File: src/rtl/gate_vector_sequencer.sv
// Stimulus sequencer for the three-input gate cell.
// Walks {a,b,c} through one of four patterns and hands each vector to the
// downstream capture logic over a valid/ready handshake. A sequence can be
// counted (vec_idx), restarted (start in DONE) or abandoned (abort).
//
// state | meaning
// ------+------------------------------------------------------------
// IDLE  | no sequence active, vec_valid low, waiting for start
// RUN   | presenting vectors; busy high; advances on vec_valid & vec_ready
// DONE  | last vector accepted; one cycle only, start here restarts at once
module gate_vector_sequencer #(
    parameter int              N_IN      = 3,
    parameter logic [N_IN-1:0] LFSR_TAPS = 3'b110,
    parameter logic [N_IN-1:0] LFSR_SEED = 3'b111
) (
    input  logic            clk,
    input  logic            rst_n,
    input  logic            start,
    input  logic            abort,
    input  logic [1:0]      mode,
    input  logic            vec_ready,
    output logic [N_IN-1:0] vec_out,
    output logic            vec_valid,
    output logic [N_IN:0]   vec_idx,
    output logic            busy,
    output logic            done
);

    localparam logic [1:0] IDLE = 2'd0;
    localparam logic [1:0] RUN  = 2'd1;
    localparam logic [1:0] DONE = 2'd2;

    localparam logic [1:0] MODE_BIN  = 2'd0;
    localparam logic [1:0] MODE_GRAY = 2'd1;
    localparam logic [1:0] MODE_WALK = 2'd2;
    localparam logic [1:0] MODE_LFSR = 2'd3;

    // Index of the final vector for each pattern (sequence length minus one).
    localparam logic [N_IN:0] LAST_FULL = (N_IN+1)'(2**N_IN - 1);
    localparam logic [N_IN:0] LAST_WALK = (N_IN+1)'(N_IN - 1);
    localparam logic [N_IN:0] LAST_LFSR = (N_IN+1)'(2**N_IN - 2);

    localparam logic [N_IN-1:0] ONE_HOT0 = {{(N_IN-1){1'b0}}, 1'b1};

    logic [1:0]      state;
    logic [1:0]      state_n;
    logic [1:0]      mode_q;
    logic [1:0]      mode_n;
    logic [N_IN-1:0] lfsr;
    logic [N_IN-1:0] lfsr_n;
    logic [N_IN-1:0] lfsr_adv;
    logic [N_IN-1:0] vec_out_n;
    logic            vec_valid_n;
    logic [N_IN:0]   vec_idx_n;
    logic [N_IN:0]   idx_inc;
    logic [N_IN:0]   last_idx;
    logic            done_n;
    logic            accept;

    // Pattern generator: vector for index i under mode m. The LFSR pattern
    // does not depend on i; its state is carried separately in lfsr.
    function automatic logic [N_IN-1:0] gen_vec(
        input logic [1:0]      m,
        input logic [N_IN:0]   i,
        input logic [N_IN-1:0] l
    );
        logic [N_IN-1:0] ib;
        ib = i[N_IN-1:0];
        case (m)
            MODE_BIN:  gen_vec = ib;
            MODE_GRAY: gen_vec = ib ^ (ib >> 1);
            MODE_WALK: gen_vec = ONE_HOT0 << i;
            default:   gen_vec = l;
        endcase
    endfunction

    // Fibonacci step: shift left, feedback is parity of the tapped bits.
    function automatic logic [N_IN-1:0] lfsr_step(input logic [N_IN-1:0] l);
        lfsr_step = {l[N_IN-2:0], ^(l & LFSR_TAPS)};
    endfunction

    assign accept   = vec_valid & vec_ready;
    assign idx_inc  = vec_idx + 1'b1;
    assign lfsr_adv = lfsr_step(lfsr);
    assign busy     = (state == RUN);

    // Last index depends on the pattern latched at start, not the live input.
    always_comb begin
        case (mode_q)
            MODE_WALK: last_idx = LAST_WALK;
            MODE_LFSR: last_idx = LAST_LFSR;
            default:   last_idx = LAST_FULL;
        endcase
    end

    // Next-state and next-output decode; abort outranks start and acceptance.
    always_comb begin
        state_n     = state;
        mode_n      = mode_q;
        lfsr_n      = lfsr;
        vec_out_n   = vec_out;
        vec_valid_n = vec_valid;
        vec_idx_n   = vec_idx;
        done_n      = 1'b0;

        case (state)
            IDLE, DONE: begin
                if (abort) begin
                    state_n = IDLE;
                end else if (start) begin
                    state_n     = RUN;
                    mode_n      = mode;
                    lfsr_n      = LFSR_SEED;
                    vec_idx_n   = '0;
                    vec_out_n   = gen_vec(mode, '0, LFSR_SEED);
                    vec_valid_n = 1'b1;
                end else begin
                    state_n = IDLE;
                end
            end

            RUN: begin
                if (abort) begin
                    state_n     = IDLE;
                    vec_valid_n = 1'b0;
                    vec_idx_n   = '0;
                    lfsr_n      = LFSR_SEED;
                end else if (accept) begin
                    if (vec_idx == last_idx) begin
                        // vec_out and vec_idx keep the final vector for the capture side.
                        state_n     = DONE;
                        vec_valid_n = 1'b0;
                        done_n      = 1'b1;
                    end else begin
                        vec_idx_n = idx_inc;
                        lfsr_n    = lfsr_adv;
                        vec_out_n = gen_vec(mode_q, idx_inc, lfsr_adv);
                    end
                end
            end

            default: begin
                state_n     = IDLE;
                vec_valid_n = 1'b0;
            end
        endcase
    end

    // State and output registers; reset clears everything without a clock.
    always_ff @(posedge clk or negedge rst_n) begin
        if (!rst_n) begin
            state     <= IDLE;
            mode_q    <= MODE_BIN;
            lfsr      <= LFSR_SEED;
            vec_out   <= '0;
            vec_valid <= 1'b0;
            vec_idx   <= '0;
            done      <= 1'b0;
        end else begin
            state     <= state_n;
            mode_q    <= mode_n;
            lfsr      <= lfsr_n;
            vec_out   <= vec_out_n;
            vec_valid <= vec_valid_n;
            vec_idx   <= vec_idx_n;
            done      <= done_n;
        end
    end

endmodule

File: config.mk
export PLATFORM = sky130hd
export DESIGN_NAME = gate_vector_sequencer
export DESIGN_NICKNAME = d
export VERILOG_FILES = /design/src/rtl/gate_vector_sequencer.sv
export SDC_FILE = /design/constraint.sdc
export NUM_CORES = 1
export LEC_CHECK = 0
export BUFFER_PORTS_ARGS = -buffer_cell sky130_fd_sc_hd__buf_2
export CORE_ASPECT_RATIO = 1.75
export CORE_UTILIZATION = 25
export CTS_BUF_LIST = sky130_fd_sc_hd__clkbuf_2
export CTS_CLUSTER_DIAMETER = 150
export DETAILED_ROUTE_END_ITERATION = 7
export MAX_ROUTING_LAYER = met4
export PLACE_DENSITY_LB_ADDON = 0.3
export RECOVER_POWER = 100
export SYNTH_ARGS = -nofsm -noshare
export SYNTH_HDL_FRONTEND = slang
export SYNTH_SLANG_ARGS = --single-unit
export TNS_END_PERCENT = 5
File: constraint.sdc
create_clock -name clk -period 5.31 [get_ports clk]
set_clock_uncertainty 0.2 [all_clocks]
set_input_delay 1.062 -clock clk [delete_from_list [all_inputs] [get_ports clk]]
set_output_delay 1.062 -clock clk [all_outputs]
set_load 0.03 [all_outputs]
**After elaboration in Yosys (flattened, before gate mapping)**

Index checks and enable logic that the tools add are counted.

- Register bits: 16
- Input port bits: 7
- Output and inout port bits: 10

- $add $sub $neg: 1
- Equal/unequal tests: 16
- Shifts and indexed selects: 1
- Multiplexer cells: 37
- Bitwise logic cells: 3
- Reductions and logical operators: 12

Operators with widths:

| kind | count |
|---|---|
| 3-bit 2-to-1 mux | 10 |
| 3-bit one-hot mux with 2 select lines | 4 |
| 4-bit 2-to-1 mux | 5 |
| 1-bit 2-to-1 mux | 11 |
| 3-bit one-hot mux with 3 select lines | 1 |
| 2-bit == test (second input constant) | 4 |
| 2-bit != test (second input constant) | 4 |
| 4-bit one-hot mux with 2 select lines | 1 |
| 2-bit by 1-bit == test with 1-bit output (second input constant) | 3 |
| 2-bit logical NOT | 3 |
| 2-bit 2-to-1 mux | 3 |
| 3-bit by 2-bit != test with 1-bit output (second input constant) | 2 |
| 6-bit AND reduction | 1 |
| 5-bit AND reduction | 1 |
| 4-bit by 1-bit adder with 4-bit output (second input constant) | 1 |
| 4-bit == test | 1 |
| 2-bit one-hot mux with 2 select lines | 1 |
| 4-bit AND reduction | 1 |
| 2-bit OR reduction | 2 |
| 1-bit by 4-bit << shifter with 3-bit output (first input constant) | 1 |
| 3-bit != test (second input constant) | 1 |
| 3-bit AND reduction | 1 |
| 3-bit parity | 1 |
| 3-bit by 2-bit XOR with 3-bit output | 1 |
| 6 further kinds | 6 |

**Depth between registers and ports, before layout**

Gate-level depths: netlist of run 1.

- Depth in word-level cells: 7
- Gate-level depth with buffers: 6

**Worst setup path before layout of run 1**

OpenSTA, ideal clock, no wires.

- Path type: input to register
- Start point: input abort
- End point: register vec_out[2]
- Data arrival time: 1.946 ns
- Setup slack: 3.044 ns
- Cell stages on the path: 5
- Buffers on the path: 0
- Path through: nor3b_2 -> nand3_2 -> o21bai_2 -> nand2_1 -> o22a_2

- Word-level cells in the longest chain between the ends: 2
- Elaborated cells between the ends (all ways): 3
- Those cells by class: eq/ne (2); reduce/logical (1)

Ends and longest elaborated chain:

| element | line | source |
|---|---|---|
| start: declaration | 19 | `input logic abort,` |
| 2-bit != test (no source line) | n/a |  |
| 6-bit AND reduction (no source line) * | n/a |  |
| end signal: assignment | 163 | `vec_out <= vec_out_n;` |
| end: declaration | 22 | `output logic [N_IN-1:0] vec_out,` |

Mark *: on every way between the ends. The rest lies on a longest branch, timed or not.
A chain may end at the register's enable or synchronous reset.

**Worst setup path after layout of run 1**

- Start point: input abort
- End point: register vec_idx[2]

- Word-level cells in the longest chain between the ends: 2
- Elaborated cells between the ends (all ways): 6
- Those cells by class: eq/ne (3); mux (2); reduce/logical (1)

Ends and longest elaborated chain:

| element | line | source |
|---|---|---|
| 3-bit != test (no source line), or another cell as far along | n/a |  |
| 5-bit AND reduction (no source line) / 4-bit one-hot mux with 2 select lines (equally long branches) | n/a |  |
| end signal: assignment | 165 | `vec_idx <= vec_idx_n;` |
| end: declaration | 24 | `output logic [N_IN:0] vec_idx,` |

Parallel ways exist; a longest one is shown, timed or not.

==> summary.txt, run 1 <==
Die
  – Site row count: 30
  – Die width: slightly below 50 µm
  – Die H: about 86 µm
  – Boundary Pins: 17
  – Core area: 0.00383 mm²
  – Die footprint: ~0.0043 mm²
  – Starting Density: 26.0%

Clock tree
  – Setup bufs post-CTS: 0
  – Clock sink count: 16
  – Clk_lat worst skew: 290 ps
  – CTS Buf Count: 3
  – Clk buf depth: 2
  – CTS Root Cell: clkbuf_2
  – CTS tree: built
  – CTS Hold Bufs: 0
  – H-tree depth: 1
  – Reg clk slew, reported paths: ~130 ps
  – Resized cells post-CTS: 0

Synthesis
  – Post-synthesis sequential area ratio: around two fifths
  – Post-synthesis net count: 109
  – Synth warn: 0
  – Syn Area/Cell: 9.87 µm²
  – Leading area contributor after synthesis: dfrtp_1
  – Count of cell types in the netlist: 39
  – Top cell type's share of synthesized area: roughly a third
  – Gate Count Post-Synth: roughly 100
  – Top cells by area, synth: dfrtp_1, dfstp_2, a21oi_1
  – Mapped Area: 997 µm²
  – Synth Register Bits: 16

Drt
  – Starting DRT DRC Count: 11
  – Via/cell ratio: about 4.9
  – DR vias: just over 800
  – DR DRC count: 1
  – Wirelength per Cell: ~14 µm
  – Final ANT Viol Nets: 0
  – Drt total wl: 2290 µm
  – TritonRoute pass-1 iters: 6

Global route
  – Vias in the first global route: 762
  – GRT Total Usage: between 10% and 20%
  – Total grt overflow: 0
  – Initial antenna violation count: 0
  – Largest net degree at the start of global routing: 17
  – Global-route wire length before repair: between 3000 and 4000 µm

Worst setup path
  – Worst Path Buf+Inv: 1
  – Setup Crit Path Kind: primary input to flop
  – Worst setup startpoint: abort
  – Crit path max fanout: 10
  – Worst stage delay on the critical path: between 600 and 700 ps
  – Slowest-stage cell, CP: nor3b_1
  – Critical path, cell by cell: clkbuf_1 -> nor3b_1 -> a21oi_1 -> o21ai_0 -> o21ai_2 -> a22o_1
  – Largest delay contributor family on the critical path: compound AO/OA/AOI/OAI gates
  – CP Data Required Time: 5280 ps
  – Startpoint Class: primary input
  – Worst Path Arrival: ~2800 ps
  – FF-to-FF Start: vec_idx[2]$_DFFE_PN0P_
  – CP endpoint kind: flop

Timing
  – Final period utilization: a little over half
  – Slew Viols, Final: 0
  – Max Clock Freq: between 0.3 and 0.4 GHz
  – Final worst slack: around 2500 ps
  – Worst slew pin tran: about 1200 ps
  – Setup tns final: 0 ps
  – Final Hold Vio Count: 0
  – Unrepaired setup endpoints after global routing: false
  – Min Clock Period, post-route: approximately 2800 ps
  – # setup viols final: 0
  – Max_slew headroom: 21.1%

Final layout
  – Fin nets: 126
  – Final-layout fill cell count: between 400 and 500
  – P&R area growth vs syn: 8.03%
  – Post-route core utilization: between 20 and 30%
  – Area of the multi-input gates: 513 µm²
  – Register area: around 400 µm²
  – Share of cells above drive strength 1: 17.9%
  – # diodes: 0

Worst hold path
  – Hold Path Origin: lfsr[2]$_DFFE_PN1P_
  – Hold Path Class: flop to flop

Placement
  – HPWL after DPL: 1760 µm
  – Quantity of I/O buffers inserted on ports: 16
  – Gpl congestion: 0.835
  – Pre-CTS setup slack: between 2000 and 3000 ps

Flow run
  – Max_cap viols: 0

Status
  – Failing checks: design-rule violations
  – Status: finished with violations

Pwr
  – PwrDens: 290 mW/mm²
  – Max VDD drop: between 0.15 and 0.2 mV
  – Leakage: ~0.42 nW
==> placed cells by master (no fill, tap or decap), types with 2 or more instances in the layout <==
| cell type | n |
|---|---|
| buf_2 | 4 |
| dfstp_2 | 3 |
| nor2b_1 | 3 |
| nor3_1 | 3 |
| clkbuf_2 | 4 |
| clkbuf_1 | 12 |
| dfrtp_1 | 13 |
| nand3_1 | 5 |
| mux2_2 | 2 |
| o21ai_0 | 6 |
| a31oi_1 | 4 |
| a21oi_1 | 7 |
| nor2_1 | 9 |
| xnor2_1 | 3 |
| nor3b_1 | 2 |
| a21o_1 | 2 |
| xor2_2 | 2 |
| inv_1 | 4 |
| o22ai_1 | 2 |
| nand2_1 | 9 |
==> kinds of logic (layout without fill, tap and decap cells) <==
kind of cell	Yosys count	in the layout	share of synthesized area, %
buf+inv	8	24	4.14
fa+ha+maj	1	1	1.25
mux	3	3	3.26
simple gates	39	39	23.2
compound gates	29	29	21.7
flops	16	16	40.5
xor+xnor	5	5	5.90
==> state kept, by name, indices dropped and copies added (netlist names) <==
register / flops
vec_out: 3
mode_q: 2
lfsr: 3
done: 1
vec_valid: 1
state: 2
vec_idx: 4
==> area by class of cell <==
cell class                      instances  area share, %
Multi-Input combinational cell         77           47.6
Inverter                                4           1.39
Sequential cell                        16           37.5
Timing Repair Buffer                   16           6.04
Clock buffer                            4           1.86
Tap cell                               48           5.57
==> synthesized netlist by cell type, drive strengths merged <==
cell type  count
dfrtp         13
nand2          9
nor2           9
a21oi          7
o21ai          7
nand3          6
a31oi          4
buf            4
inv            4
dfstp          3
nor2b          3
nor3           3
xnor2          3
a21o           2
mux2           2
nor3b          2
o22a           2
o22ai          2
xor2           2
a211o          1
a22o           1
a31o           1
ha             1
mux2i          1
nand2b         1
nand4          1
nand4b         1
nand4bb        1
nor4           1
o21bai         1
o221ai         1
or2            1
or3            1
==> per-layer routing <==
layer	vias up	track usage, %	routed length, µm
met1	394	12.7	946
met5	-	-	0
met3	2	1.06	72
met2	20	20.8	1250
met4	0	6.23	26
li1	394	-	-
==> power breakdown <==
part / switching [mW] / internal, mW / leakage [nW]
combinational: 0.0591 / 0.0344 / 0.205
sequential: 0.0249 / 0.138 / 0.198
clock: 0.0361 / 0.0200 / 0.0166
==> final timing paths <==
check | endpoint | slack [ps] | cells past startpoint
max in group asynchronous | vec_idx[3]$_DFFE_PN0P_ | 3690 | 1
min in group asynchronous | vec_valid$_DFFE_PN0P_ | 650 | 1
worst min register to register | lfsr[2]$_DFFE_PN1P_ | 320 | 2
worst min-delay path | lfsr[2]$_DFFE_PN1P_ | 320 | 2
worst max register to register | vec_idx[2]$_DFFE_PN0P_ | 2690 | 5
worst max-delay path | vec_idx[2]$_DFFE_PN0P_ | 2520 | 6
==> worst reg2reg max path: cells and delay by family (launching register included) <==
kind | cells | cell delay (ps)
AO/OA/AOI/OAI | 4 | 1500
flip-flops | 1 | 640
XOR/XNOR | 1 | 190
==> stage by stage <==
step / power [mW] / cells / cell area [µm²] / hold WS, ps
6_report: 0.312 / 165 / 1080 / 318
3_3_place_gp: 0.264 / 161 / 1110 / 303
3_5_place_dp: 0.266 / 161 / 1110 / 302
2_1_floorplan: 0.237 / 101 / 997 / 273
5_1_grt: 0.330 / 165 / 1080 / 340
4_1_cts: 0.323 / 165 / 1130 / 324
(Power assumes the default switching activity.)
==> inputs of run 2 (changes only) <==
==> constraint.sdc (replaced) <==
create_clock -name clk -period 2.9 [get_ports clk]
set_clock_uncertainty 0.2 [all_clocks]
set_input_delay 0.58 -clock clk [delete_from_list [all_inputs] [get_ports clk]]
set_output_delay 0.58 -clock clk [all_outputs]
set_load 0.03 [all_outputs]
==> run 2 against run 1 <==
Effect of this change: the run now ends clean; highest routed layer unchanged; count of clock-buffer cells in the layout did not move; critical path type is now flop to flop; worst setup slack got worse by 1900 ps; sequential share of layout area fell by 0.56 points; sequential cell count did not move; cell area rose by 1.5%; register-to-register slack got worse by 2100 ps.
==> summary.txt, run 2 (synthesis gave the netlist of run 1 again) <==
Final layout
  – Fin nets: 127 (+0.79%)
  – P&R area growth vs syn: 9.66%
  – Leading cell types in the layout, fill and taps excluded: dfrtp_1, clkbuf_1, nor2_1, nand2_1, a21oi_1
  – Share of cells above drive strength 1: 19.5% (+1.5 points)
  – Max reg flops: 4 (unchanged)
  – # diodes: 0 (unchanged)
  – Post-route core utilization: 28.6% (+0.42 points)
  – Largest registers: vec_idx: 4 flops, lfsr: 3 flops, vec_out: 3 flops
  – Area of the multi-input gates: 518 µm² (+0.98%)
  – Register area: 404 µm² (unchanged)
  – Commonest non-fill, non-tap cell in the layout: dfrtp_1
  – Largest reg by FF count: vec_idx
  – Final-layout fill cell count: 432 (-2.9%)
  – Design area: 0.00109 mm² (+1.5%)

Clock tree
  – Reg clk slew, reported paths: 140 ps (about the same)
  – CTS tree: built
  – CTS Buf Count: 3 (unchanged)
  – Clk_lat worst skew: 280 ps (about the same)
  – Clock sink count: 16 (unchanged)
  – Clk buf depth: 2 (unchanged)
  – CTS Root Cell: clkbuf_2
  – Setup bufs post-CTS: 0 (unchanged)
  – H-tree depth: 1 (unchanged)

Drt
  – Final ANT Viol Nets: 0 (unchanged)
  – TritonRoute pass-1 iters: 4 (-2)
  – DR DRC count: 0 (-1)
  – Starting DRT DRC Count: 24 (+13)
  – Drt total wl: 2370 µm (+3.4%)
  – Wirelength per Cell: 14.3 µm (+2.8%)
  – DR vias: 820 (+1.2%)
  – Via/cell ratio: 4.94 (+0.62%)

Global route
  – Largest net degree at the start of global routing: 17 (unchanged)
  – Total grt overflow: 0 (unchanged)
  – GRT Total Usage: 13.1% (+1.4 points)
  – Initial antenna violation count: 0 (unchanged)
  – Global-route wire length before repair: 4130 µm (+12%)
  – Vias in the first global route: 873 (+15%)

Pwr
  – Sw power: 0.222 mW (+85%)
  – Design Power: 0.575 mW (+84%)
  – PwrDens: 526 mW/mm² (+82%)
  – Comb pwr share: 30.2% (+0.3 points)
  – Max VDD drop: 0.349 mV (+110%)
  – Switching Share: 38.6% (+0.13 points)
  – Pint: 0.353 mW (+84%)
  – Leakage: 0.430 nW (+2.3%)
  – Clock power share: 17.9% (about the same)
  – Seq pwr share: 51.9% (-0.2 points)

Flow run
  – Max_cap viols: 0 (unchanged)

Die
  – Starting Density: 26.0% (unchanged)
  – Die width: 49.7 µm (unchanged)
  – Die footprint: 0.00426 mm² (unchanged)
  – Core area: 0.00383 mm² (unchanged)
  – Die H: 85.6 µm (unchanged)
  – Site row count: 30 (unchanged)
  – Boundary Pins: 17 (unchanged)

Placement
  – Gpl congestion: 0.816 (-2.3%)
  – Dpl cell area: 0.00111 mm² (unchanged)
  – Quantity of I/O buffers inserted on ports: 16 (unchanged)
  – HPWL after DPL: 1850 µm (+5.1%)

Timing
  – Setup tns final: 0 ps (unchanged)
  – Worst slew pin tran: 877 ps (-294 ps)
  – Min Clock Period, post-route: between 2000 and 2500 ps
  – Final Hold Vio Count: 0 (unchanged)
  – Max_slew headroom: 41.5% (+20 points)
  – Max Clock Freq: roughly 0.43 GHz
  – Unrepaired setup endpoints after global routing: false
  – Final period utilization: 79.4%
  – # setup viols final: 0 (unchanged)
  – Slew Viols, Final: 0 (unchanged)

Worst hold path
  – Hold depth: 2 (unchanged)
  – Hold Path Class: flop to flop
  – Worst Hold Path EP: lfsr[2]$_DFFE_PN1P_
  – Hold Path Origin: lfsr[2]$_DFFE_PN1P_

Worst setup path
  – Reg2Reg Depth: 5 (unchanged)
  – Worst Path Arrival: 2250 ps (-510 ps)
  – Worst stage delay on the critical path: 570 ps (-110 ps)
  – Worst Path Buf+Inv: 0 (-1)
  – Worst reg2reg path endpoint: vec_idx[1]$_DFFE_PN0P_
  – Crit path max fanout: 11 (+1)
  – Setup Crit Path Kind: flop to flop
  – Largest delay contributor family on the critical path: compound AO/OA/AOI/OAI gates
  – Critical path, cell by cell: xor2_2 -> o22ai_1 -> o21ai_1 -> nand3_1 -> o21ai_0
  – CP endpoint kind: flop
  – Slowest-stage cell, CP: dfrtp_1
  – FF-to-FF Start: vec_idx[2]$_DFFE_PN0P_
  – R2r setup slk: 600 ps (-2090 ps)
  – CP Data Required Time: 2840 ps (-2440 ps)
  – Stages on the worst setup path: 5 (-1)
  – Startpoint Class: flop

Status
  – Status: finished clean
==> run 2: area by class of cell <==
| class | instances | share of cell area [%] |
|---|---|---|
| Timing Repair Buffer | 17 | 6.98 |
| Multi-Input combinational cell | 77 | 47.4 |
| Inverter | 4 | 1.37 |
| Clock buffer | 4 | 1.83 |
| Tap cell | 48 | 5.49 |
| Sequential cell | 16 | 37.0 |
==> run 2: per-layer routing <==
metal | vias to the layer above | track usage [%] | part of all wire, %
met5 | - | - | 0
met4 | 0 | 6.23 | 2.2
met3 | 4 | 1.95 | 2.9
met2 | 16 | 23.3 | 54
met1 | 403 | 13.8 | 40
li1 | 397 | - | -
==> run 2: how the worst max path moves through the flow <==
stage / start / to
2_1_floorplan: vec_idx[1]$_DFFE_PN0P_ / vec_out[2]$_DFFE_PN0P_
3_3_place_gp: vec_idx[0]$_DFFE_PN0P_ / vec_out[2]$_DFFE_PN0P_
3_5_place_dp: vec_idx[0]$_DFFE_PN0P_ / vec_out[2]$_DFFE_PN0P_
4_1_cts: state[1]$_DFFE_PN0P_ / busy
5_1_grt: vec_idx[2]$_DFFE_PN0P_ / vec_idx[1]$_DFFE_PN0P_
6_report: vec_idx[2]$_DFFE_PN0P_ / vec_idx[1]$_DFFE_PN0P_
==> run 2: power groups by stage <==
stage | registers [mW] | clock network [mW] | logic [mW]
2_1_floorplan | 0.314 | 0 | 0.120
3_3_place_gp | 0.303 | 0 | 0.182
3_5_place_dp | 0.305 | 0 | 0.186
4_1_cts | 0.301 | 0.109 | 0.187
5_1_grt | 0.305 | 0.118 | 0.193
6_report | 0.298 | 0.103 | 0.174
==> run 2: timing repair <==
item | CTS | global route
gates resized for setup | 0 | 0
endpoints found under the setup margin | 0 | 0
hold buffers | 1 | 0
hold endpoints to repair | 13 | 0
==> run 2: tightest hold or removal path, cell delays in order, from the launching register on <==
cell     delay, ps
dfstp_2        400
nor2_1          90
a21oi_1         50
==> run 2: through the flow <==
stage	cells	hold WS, ps	worst slack (ps)
2_1_floorplan	101	84.4	881
3_3_place_gp	161	304	814
3_5_place_dp	161	304	805
4_1_cts	166	324	729
5_1_grt	166	315	393
6_report	166	324	597
